<file path="src/rtl/rgb_effect_pkg.sv">
// Shared types and helpers for the RGB effect engine: mode/direction encodings,
// level/duty ceilings and the exact-integer gamma curve.
package rgb_effect_pkg;

    typedef enum logic [1:0] {
        MODE_OFF     = 2'd0,
        MODE_STATIC  = 2'd1,
        MODE_BREATHE = 2'd2,
        MODE_BLINK   = 2'd3
    } mode_e;

    typedef enum logic {
        DIR_UP   = 1'b0,
        DIR_DOWN = 1'b1
    } dir_e;

    function automatic int unsigned lmax(input int unsigned bw);
        return (32'd1 << bw) - 32'd1;
    endfunction

    function automatic int unsigned dmax(input int unsigned dw);
        return (32'd1 << dw) - 32'd1;
    endfunction

    // floor(level^2 * DMAX / LMAX^2), evaluated in 64 bits so no term truncates
    function automatic logic [63:0] gamma_map(input logic [63:0] lvl,
                                              input int unsigned bw,
                                              input int unsigned dw);
        logic [63:0] l;
        l = 64'(lmax(bw));
        return (lvl * lvl * 64'(dmax(dw))) / (l * l);
    endfunction

endpackage

</file>
<file path="src/rtl/rgb_effect_engine_if.sv">
// Configuration handshake bundle for rgb_effect_engine (valid/ready plus payload).
interface rgb_effect_engine_if #(
    parameter int unsigned CH       = 3,
    parameter int unsigned BRIGHT_W = 4,
    parameter int unsigned DUTY_W   = 8,
    parameter int unsigned RATE_W   = 8
);
    logic                   cfg_valid;
    logic                   cfg_ready;
    logic [1:0]             cfg_mode;
    logic [BRIGHT_W-1:0]    cfg_level;
    logic [RATE_W-1:0]      cfg_rate;
    logic [CH-1:0]          cfg_mask;
    logic [CH*DUTY_W-1:0]   cfg_gain;

    modport master (
        output cfg_valid, cfg_mode, cfg_level, cfg_rate, cfg_mask, cfg_gain,
        input  cfg_ready
    );

    modport slave (
        input  cfg_valid, cfg_mode, cfg_level, cfg_rate, cfg_mask, cfg_gain,
        output cfg_ready
    );
endinterface

</file>
<file path="src/rtl/rgb_effect_seq.sv">
// Timing core: PWM prescaler and period counter, animation step counter and the
// level/direction sequencer for OFF/STATIC/BREATHE/BLINK.
module rgb_effect_seq
    import rgb_effect_pkg::*;
#(
    parameter int unsigned BRIGHT_W = 4,
    parameter int unsigned DUTY_W   = 8,
    parameter int unsigned PWM_DIV  = 1,
    parameter int unsigned RATE_W   = 8
) (
    input  logic                clk,
    input  logic                rst_n,
    input  logic                apply,
    input  mode_e               new_mode,
    input  logic [BRIGHT_W-1:0] new_level,
    input  logic [RATE_W-1:0]   new_rate,
    output logic [DUTY_W-1:0]   pwm_cnt,
    output logic                wrap,
    output logic [BRIGHT_W-1:0] level,
    output logic                trough
);
    localparam int unsigned DIV_W = (PWM_DIV > 1) ? $clog2(PWM_DIV) : 1;
    localparam logic [DIV_W-1:0]    DIV_LAST = DIV_W'(PWM_DIV - 1);
    localparam logic [BRIGHT_W-1:0] LMAX_V   = '1;
    localparam logic [BRIGHT_W-1:0] LVL_ONE  = BRIGHT_W'(1);

    logic [DIV_W-1:0]    div_cnt_q, div_cnt_d;
    logic [DUTY_W-1:0]   pwm_cnt_q, pwm_cnt_d;
    logic [RATE_W-1:0]   anim_cnt_q, anim_cnt_d;
    logic [RATE_W-1:0]   rate_q, rate_d;
    logic [RATE_W-1:0]   r_last;
    logic [BRIGHT_W-1:0] level_q, level_d;
    mode_e               mode_q, mode_d;
    dir_e                dir_q, dir_d;
    logic                tick;
    logic                step;

    always_comb begin
        tick      = (div_cnt_q == DIV_LAST);
        div_cnt_d = tick ? '0 : div_cnt_q + 1'b1;
        pwm_cnt_d = tick ? pwm_cnt_q + 1'b1 : pwm_cnt_q;
        wrap      = tick && (pwm_cnt_q == '1);
        r_last    = (rate_q == '0) ? '0 : rate_q - 1'b1;
        // >= keeps stepping promptly if a rate decrease left the counter past its new end
        step      = tick && (anim_cnt_q >= r_last);
    end

    always_comb begin
        dir_d      = dir_q;
        level_d    = level_q;
        mode_d     = mode_q;
        rate_d     = rate_q;
        anim_cnt_d = anim_cnt_q;
        trough     = 1'b0;

        if (tick) begin
            anim_cnt_d = step ? '0 : anim_cnt_q + 1'b1;
        end

        if (step) begin
            case (mode_q)
                MODE_BREATHE: begin
                    if (dir_q == DIR_UP) begin
                        if (level_q == LMAX_V) begin
                            dir_d   = DIR_DOWN;
                            level_d = LMAX_V - 1'b1;
                        end else begin
                            level_d = level_q + 1'b1;
                        end
                    end else begin
                        if (level_q == '0) begin
                            dir_d   = DIR_UP;
                            level_d = LVL_ONE;
                        end else begin
                            level_d = level_q - 1'b1;
                            trough  = (level_q == LVL_ONE);
                        end
                    end
                end
                MODE_BLINK: level_d = (level_q == '0) ? LMAX_V : '0;
                default: ;
            endcase
        end

        if (apply) begin
            mode_d = new_mode;
            rate_d = new_rate;
            if (new_mode != mode_q) begin
                level_d    = '0;
                dir_d      = DIR_UP;
                anim_cnt_d = '0;
                trough     = 1'b0;
            end
            if (new_mode == MODE_STATIC) begin
                level_d = new_level;
            end
        end
    end

    always_ff @(posedge clk or negedge rst_n) begin
        if (!rst_n) begin
            div_cnt_q  <= '0;
            pwm_cnt_q  <= '0;
            anim_cnt_q <= '0;
            rate_q     <= RATE_W'(1);
            level_q    <= '0;
            mode_q     <= MODE_OFF;
            dir_q      <= DIR_UP;
        end else begin
            div_cnt_q  <= div_cnt_d;
            pwm_cnt_q  <= pwm_cnt_d;
            anim_cnt_q <= anim_cnt_d;
            rate_q     <= rate_d;
            level_q    <= level_d;
            mode_q     <= mode_d;
            dir_q      <= dir_d;
        end
    end

    assign pwm_cnt = pwm_cnt_q;
    assign level   = level_q;

endmodule

</file>
<file path="src/rtl/rgb_effect_engine.sv">
// N-channel LED effect engine: config handshake with period-aligned apply,
// gamma + per-channel gain duty, registered PWM. COLOR_CYCLE_EN rotates the mask at BREATHE troughs.
module rgb_effect_engine
    import rgb_effect_pkg::*;
#(
    parameter int unsigned CH       = 3,
    parameter int unsigned BRIGHT_W = 4,
    parameter int unsigned DUTY_W   = 8,
    parameter int unsigned PWM_DIV  = 1,
    parameter int unsigned RATE_W   = 8
) (
    input  logic                clk,
    input  logic                rst_n,
    rgb_effect_engine_if.slave  cfg,
    output logic [CH-1:0]       pwm_out,
    output logic [BRIGHT_W-1:0] level,
    output logic                period_start
);
    localparam logic [DUTY_W-1:0] DMAX_V = '1;

    logic                      pending_q, pending_d;
    mode_e                     sh_mode_q, sh_mode_d;
    logic [BRIGHT_W-1:0]       sh_level_q, sh_level_d;
    logic [RATE_W-1:0]         sh_rate_q, sh_rate_d;
    logic [CH-1:0]             sh_mask_q, sh_mask_d;
    logic [CH*DUTY_W-1:0]      sh_gain_q, sh_gain_d;
    logic [CH-1:0]             mask_q, mask_d;
    logic [CH*DUTY_W-1:0]      gain_q, gain_d;
    logic [CH-1:0]             pwm_out_q, pwm_out_d;
    logic                      period_start_q, period_start_d;
    logic                      accept, apply, wrap, trough;
    logic [DUTY_W-1:0]         pwm_cnt, gamma_val;
    logic [BRIGHT_W-1:0]       seq_level;
    logic [CH-1:0][DUTY_W-1:0] duty;

    rgb_effect_seq #(
        .BRIGHT_W (BRIGHT_W),
        .DUTY_W   (DUTY_W),
        .PWM_DIV  (PWM_DIV),
        .RATE_W   (RATE_W)
    ) u_seq (
        .clk       (clk),
        .rst_n     (rst_n),
        .apply     (apply),
        .new_mode  (sh_mode_q),
        .new_level (sh_level_q),
        .new_rate  (sh_rate_q),
        .pwm_cnt   (pwm_cnt),
        .wrap      (wrap),
        .level     (seq_level),
        .trough    (trough)
    );

    // ready is simply "nothing pending", so accept and apply can never coincide
    always_comb begin
        accept         = cfg.cfg_valid && !pending_q;
        apply          = wrap && pending_q;
        pending_d      = pending_q;
        sh_mode_d      = sh_mode_q;
        sh_level_d     = sh_level_q;
        sh_rate_d      = sh_rate_q;
        sh_mask_d      = sh_mask_q;
        sh_gain_d      = sh_gain_q;
        mask_d         = mask_q;
        gain_d         = gain_q;
        period_start_d = wrap;

        if (accept) begin
            pending_d  = 1'b1;
            sh_mode_d  = mode_e'(cfg.cfg_mode);
            sh_level_d = cfg.cfg_level;
            sh_rate_d  = cfg.cfg_rate;
            sh_mask_d  = cfg.cfg_mask;
            sh_gain_d  = cfg.cfg_gain;
        end

        if (apply) begin
            pending_d = 1'b0;
            mask_d    = sh_mask_q;
            gain_d    = sh_gain_q;
        end
`ifdef COLOR_CYCLE_EN
        else if (trough) begin
            mask_d = (mask_q << 1) | (mask_q >> (CH - 1));
        end
`endif
    end

    assign gamma_val = DUTY_W'(gamma_map(64'(seq_level), BRIGHT_W, DUTY_W));

    for (genvar i = 0; i < CH; i++) begin : g_duty
        logic [DUTY_W-1:0]   gain_i;
        logic [2*DUTY_W-1:0] prod;
        assign gain_i  = gain_q[i*DUTY_W +: DUTY_W];
        assign prod    = (2*DUTY_W)'(gamma_val) * (2*DUTY_W)'(gain_i);
        assign duty[i] = !mask_q[i]         ? '0 :
                         (gain_i == DMAX_V) ? gamma_val :
                                              prod[2*DUTY_W-1:DUTY_W];
    end

    always_comb begin
        pwm_out_d = '0;
        for (int unsigned i = 0; i < CH; i++) begin
            pwm_out_d[i] = (pwm_cnt < duty[i]);
        end
    end

    always_ff @(posedge clk or negedge rst_n) begin
        if (!rst_n) begin
            pending_q      <= 1'b0;
            sh_mode_q      <= MODE_OFF;
            sh_level_q     <= '0;
            sh_rate_q      <= '0;
            sh_mask_q      <= '0;
            sh_gain_q      <= '0;
            mask_q         <= '0;
            gain_q         <= '1;
            pwm_out_q      <= '0;
            period_start_q <= 1'b0;
        end else begin
            pending_q      <= pending_d;
            sh_mode_q      <= sh_mode_d;
            sh_level_q     <= sh_level_d;
            sh_rate_q      <= sh_rate_d;
            sh_mask_q      <= sh_mask_d;
            sh_gain_q      <= sh_gain_d;
            mask_q         <= mask_d;
            gain_q         <= gain_d;
            pwm_out_q      <= pwm_out_d;
            period_start_q <= period_start_d;
        end
    end

    assign cfg.cfg_ready = !pending_q;
    assign pwm_out       = pwm_out_q;
    assign level         = seq_level;
    assign period_start  = period_start_q;

endmodule

</file>
<file path="src/flat_wrapper.sv">
// flat-port wrapper written by rule: the top's interface ports become plain ports
module rgb_effect_engine_flat import rgb_effect_pkg::*;
#(
    parameter int unsigned CH       = 3,
    parameter int unsigned BRIGHT_W = 4,
    parameter int unsigned DUTY_W   = 8,
    parameter int unsigned PWM_DIV  = 1,
    parameter int unsigned RATE_W   = 8
)
  (clk, rst_n, pwm_out, level, period_start, cfg_cfg_valid, cfg_cfg_mode, cfg_cfg_level, cfg_cfg_rate, cfg_cfg_mask, cfg_cfg_gain, cfg_cfg_ready);
  rgb_effect_engine_if #(.CH(CH), .BRIGHT_W(BRIGHT_W), .DUTY_W(DUTY_W), .RATE_W(RATE_W)) cfg_i ();
  input  logic clk;
  input  logic rst_n;
  output logic [CH-1:0] pwm_out;
  output logic [BRIGHT_W-1:0] level;
  output logic period_start;
  input wire logic [$bits(cfg_i.cfg_valid)-1:0] cfg_cfg_valid;
  input wire logic [$bits(cfg_i.cfg_mode)-1:0] cfg_cfg_mode;
  input wire logic [$bits(cfg_i.cfg_level)-1:0] cfg_cfg_level;
  input wire logic [$bits(cfg_i.cfg_rate)-1:0] cfg_cfg_rate;
  input wire logic [$bits(cfg_i.cfg_mask)-1:0] cfg_cfg_mask;
  input wire logic [$bits(cfg_i.cfg_gain)-1:0] cfg_cfg_gain;
  output wire logic [$bits(cfg_i.cfg_ready)-1:0] cfg_cfg_ready;
  assign cfg_i.cfg_valid = cfg_cfg_valid;
  assign cfg_i.cfg_mode = cfg_cfg_mode;
  assign cfg_i.cfg_level = cfg_cfg_level;
  assign cfg_i.cfg_rate = cfg_cfg_rate;
  assign cfg_i.cfg_mask = cfg_cfg_mask;
  assign cfg_i.cfg_gain = cfg_cfg_gain;
  assign cfg_cfg_ready = cfg_i.cfg_ready;
  rgb_effect_engine #(.CH(CH), .BRIGHT_W(BRIGHT_W), .DUTY_W(DUTY_W), .PWM_DIV(PWM_DIV), .RATE_W(RATE_W)) u_core (.clk(clk), .rst_n(rst_n), .cfg(cfg_i), .pwm_out(pwm_out), .level(level), .period_start(period_start));
endmodule
</file>
<file path="config.mk">
export PLATFORM = sky130hd
export DESIGN_NAME = rgb_effect_engine_flat
export DESIGN_NICKNAME = d
export VERILOG_FILES = /design/src/rtl/rgb_effect_pkg.sv /design/src/rtl/rgb_effect_engine_if.sv /design/src/rtl/rgb_effect_seq.sv /design/src/rtl/rgb_effect_engine.sv /design/src/flat_wrapper.sv
export SDC_FILE = /design/constraint.sdc
export NUM_CORES = 1
export LEC_CHECK = 0
export ABC_AREA = 1
export BUFFER_PORTS_ARGS = -buffer_cell sky130_fd_sc_hd__buf_2
export CORE_ASPECT_RATIO = 1.2
export CORE_MARGIN = 2
export CORE_UTILIZATION = 45
export DETAILED_ROUTE_END_ITERATION = 7
export PLACE_DENSITY = 0.72
export SETUP_SLACK_MARGIN = 0.4
export SLEW_MARGIN = 20
export SYNTH_ARGS = -nofsm -noshare
export SYNTH_HDL_FRONTEND = slang
export SYNTH_SLANG_ARGS = --single-unit
</file>
<file path="constraint.sdc">
create_clock -name clk -period 47.3 [get_ports clk]
set_input_delay 14.19 -clock clk [delete_from_list [all_inputs] [get_ports clk]]
set_output_delay 14.19 -clock clk [all_outputs]
set_load 0.05 [all_outputs]
</file>
==> results_dict.tcl <==
set metrics [dict create \
    holdBufCountCts 0 \
    postSynthNetCount 2827 \
    synth-seq-area-share_pct 14.99 \
    rrSetupSlack_ps 28180 \
    clockBufferDepth 2 \
    run_status "completed" \
    die_width_um 184.4 \
    place_congestion 0.9355 \
    async_reset_ff_share_pct 100.0 \
    dieArea_mm2 0.04065 \
    clkTransAtPathRegs_ps 80 \
    fin_setup_tns_ps 0 \
    nNetsFinal 2831 \
    synthToLayoutAreaGrowth_pct 4.571 \
    synthTopCellsByArea "fa_1 14%, nand2_1 14%, ha_1 12%" \
    row_count 79 \
    final-max-slew-violation-count 0 \
    syn-cell-area_mm2 0.01757 \
    drtAntennaViolNets 0 \
    via_count 15810 \
    filler_cell_count 3840 \
    regArea_mm2 0.002634 \
    critical_path.top_delay_family "simple AND/OR/NAND/NOR gates" \
    yosysWarnings 0 \
    cts_tree "yes" \
    drv_cap 0 \
    max_freq_mhz 52.31 \
    synth.distinct_cells 65 \
    path_buf_inv 12 \
    cts_root_buffer "clkbuf_16" \
    multi_input_area_mm2 0.01270 \
    cp_slowest_cell "dfrtp_1" \
    antenna_found_initial 0 \
    grt_max_degree 70 \
    cts_made_buffers 9 \
    drive_above_1_share_pct 13.36 \
    drtIter0Drc 1128 \
    grt_first_pass_wirelength_um 75510 \
    synth_area_leader_cell "fa_1" \
    grt_pass1_vias 15820 \
    layout_commonest_cell "nand2_1" \
    leakage_uw 0.01022 \
    wl_um 45590 \
    cts.sinks 104 \
    worstSetupPathType "reg2reg" \
    hold_viol 0 \
    drc 0 \
    final_cell_mix "653 x nand2_1, 444 x inv_1, 184 x nand3_1" \
    max_stage_delay_ps 690 \
    ir_drop_mv 0.01497 \
    io_buffers 52 \
    worst_clock_skew_ps 12.11 \
    startpoint_type "flip-flop" \
    core_mm2 0.03865 \
    grt_util_all_layers_pct 22.84 \
    relSlewSlack_pct 36.79 \
    tightest_slew_ps 948.2 \
    via_per_inst 5.237 \
    synth-seq-cells 104 \
    h-tree-depth 3 \
    min_period_over_period_pct 40.42 \
    critPathRequiredTime_ps 47550 \
    grt_overflow_total 0 \
    period_needed_ps 19120 \
    crit_fanout 35 \
    io_pins 53 \
    synth_ff_type "dfrtp_1" \
    crit_top_cell "nand2_1" \
    initial_utilization_pct 45.47 \
    cellPowerDensity_mw_per_mm2 9.735 \
    report.power.total_uw 178.9 \
    worstPathArrival_ps 19370 \
    ctsResizeCount 0 \
    post_cts_buffers 0 \
    hp-class "reg2reg" \
    hpwl_um 36480 \
    dr.pass1.iters 8 \
    synth_edf_count 0 \
    netlist_instances 2484 \
    clk_latency_ps 360 \
    antennaDiodeCount 0 \
    rsz0062_at_grt "false" \
    setup-violations-final 0 \
    routedWlPerCell_um 15.10 \
    die_height_um 220.5 \
    crit_path_end_kind "flip-flop" \
    synth_top_area_share_pct 14.13 \
    avgSynthCellArea_um2 7.075 \
]
## sequential cells by signal (all words and copies together), names as in the netlist, 4 cells and up
signal / count
u_core.sh_level_q: 4
u_core.u_seq.level: 4
u_core.gain_q: 24
u_core.u_seq.rate_q: 8
u_core.u_seq.anim_cnt_q: 8
u_core.sh_gain_q: 24
u_core.sh_rate_q: 8
u_core.u_seq.pwm_cnt: 8
## metal layers
layer | GRT usage (%) | share of wire (%)
met1 | 27.97 | 42
met2 | 41.55 | 50
met3 | 1.991 | 4.5
met4 | 8.613 | 3.7
met5 | 0 | 0
## worst paths after layout
kind / start / end / depth (start not counted)
min in group asynchronous: rst_n / u_core.u_seq.anim_cnt_q[1] / 1
max reg2reg: u_core.u_seq.level[0] / u_core.pwm_out[1] / 95
min reg2reg: u_core.sh_rate_q[2] / u_core.u_seq.rate_q[2] / 2
max: u_core.u_seq.level[0] / u_core.pwm_out[1] / 95
min: u_core.sh_rate_q[2] / u_core.u_seq.rate_q[2] / 2
max in group asynchronous: rst_n / u_core.sh_gain_q[15] / 2
## report_power, final
part	leakage [µW]	switching, µW	internal [µW]
clock network	0.000142	38.6	37.2
logic	0.00881	3.70	4.15
registers	0.00127	2.18	93.0
total	0.0102	44.5	134
## synthesized netlist by cell type (26+ instances only)
cell and instances:
nand4_1 41, xor2_1 39, nor2_1 176, ha_1 175
mux2_2 37, nand2_2 61, inv_1 444, nand2_4 28
a21oi_1 78, nand2_1 654, nand3_1 184, fa_1 124
clkbuf_1 31, dfrtp_1 79, o21ai_0 64, nand3_2 26
## per-stage QoR
stage               hold WS, ps  std cells  util (%)  instance area, µm²  setup slack, ps
floorplan                 443.5       2484         -               17570            31870
global placement          460.8       3003     46.78               18080            29040
detailed placement        464.8       3003     46.78               18080            28380
CTS                       486.9       3019     47.53               18370            28370
global route              515.7       3019     47.55               18380            26660
finish                    482.4       3019     47.55               18380            28180
## worst register-to-register path: cells and delay by family (launching register included)
family,cells,cell delay (ps)
AND/OR/NAND/NOR,66,10100
adder cells (fa/ha/maj),12,5140
XOR/XNOR,1,270
buffers and inverters,12,2100
AO/OA/AOI/OAI,4,700
flip-flops,1,690
## layout make-up
type	count	area share [%]
Multi-Input combinational cell	1845	69.14
Sequential cell	104	14.33
Inverter	470	9.689
Tap cell	526	3.581
Timing Repair Buffer	58	1.675
Clock buffer	10	1.246
Clock inverter	6	0.3404
## cells by family (layout without fill, tap and decap cells)
| group | Yosys count | count (layout) | synth area share [%] |
|---|---|---|---|
| buffers and inverters | 535 | 544 | 12.80 |
| AO/OA/AOI/OAI | 206 | 206 | 6.800 |
| adder cells (fa/ha/maj) | 299 | 299 | 26.59 |
| flip-flops | 104 | 104 | 14.99 |
| XOR/XNOR | 47 | 47 | 2.428 |
| AND/OR/NAND/NOR | 1256 | 1256 | 34.03 |
| multiplexers | 37 | 37 | 2.371 |
(Power assumes the default switching activity.)
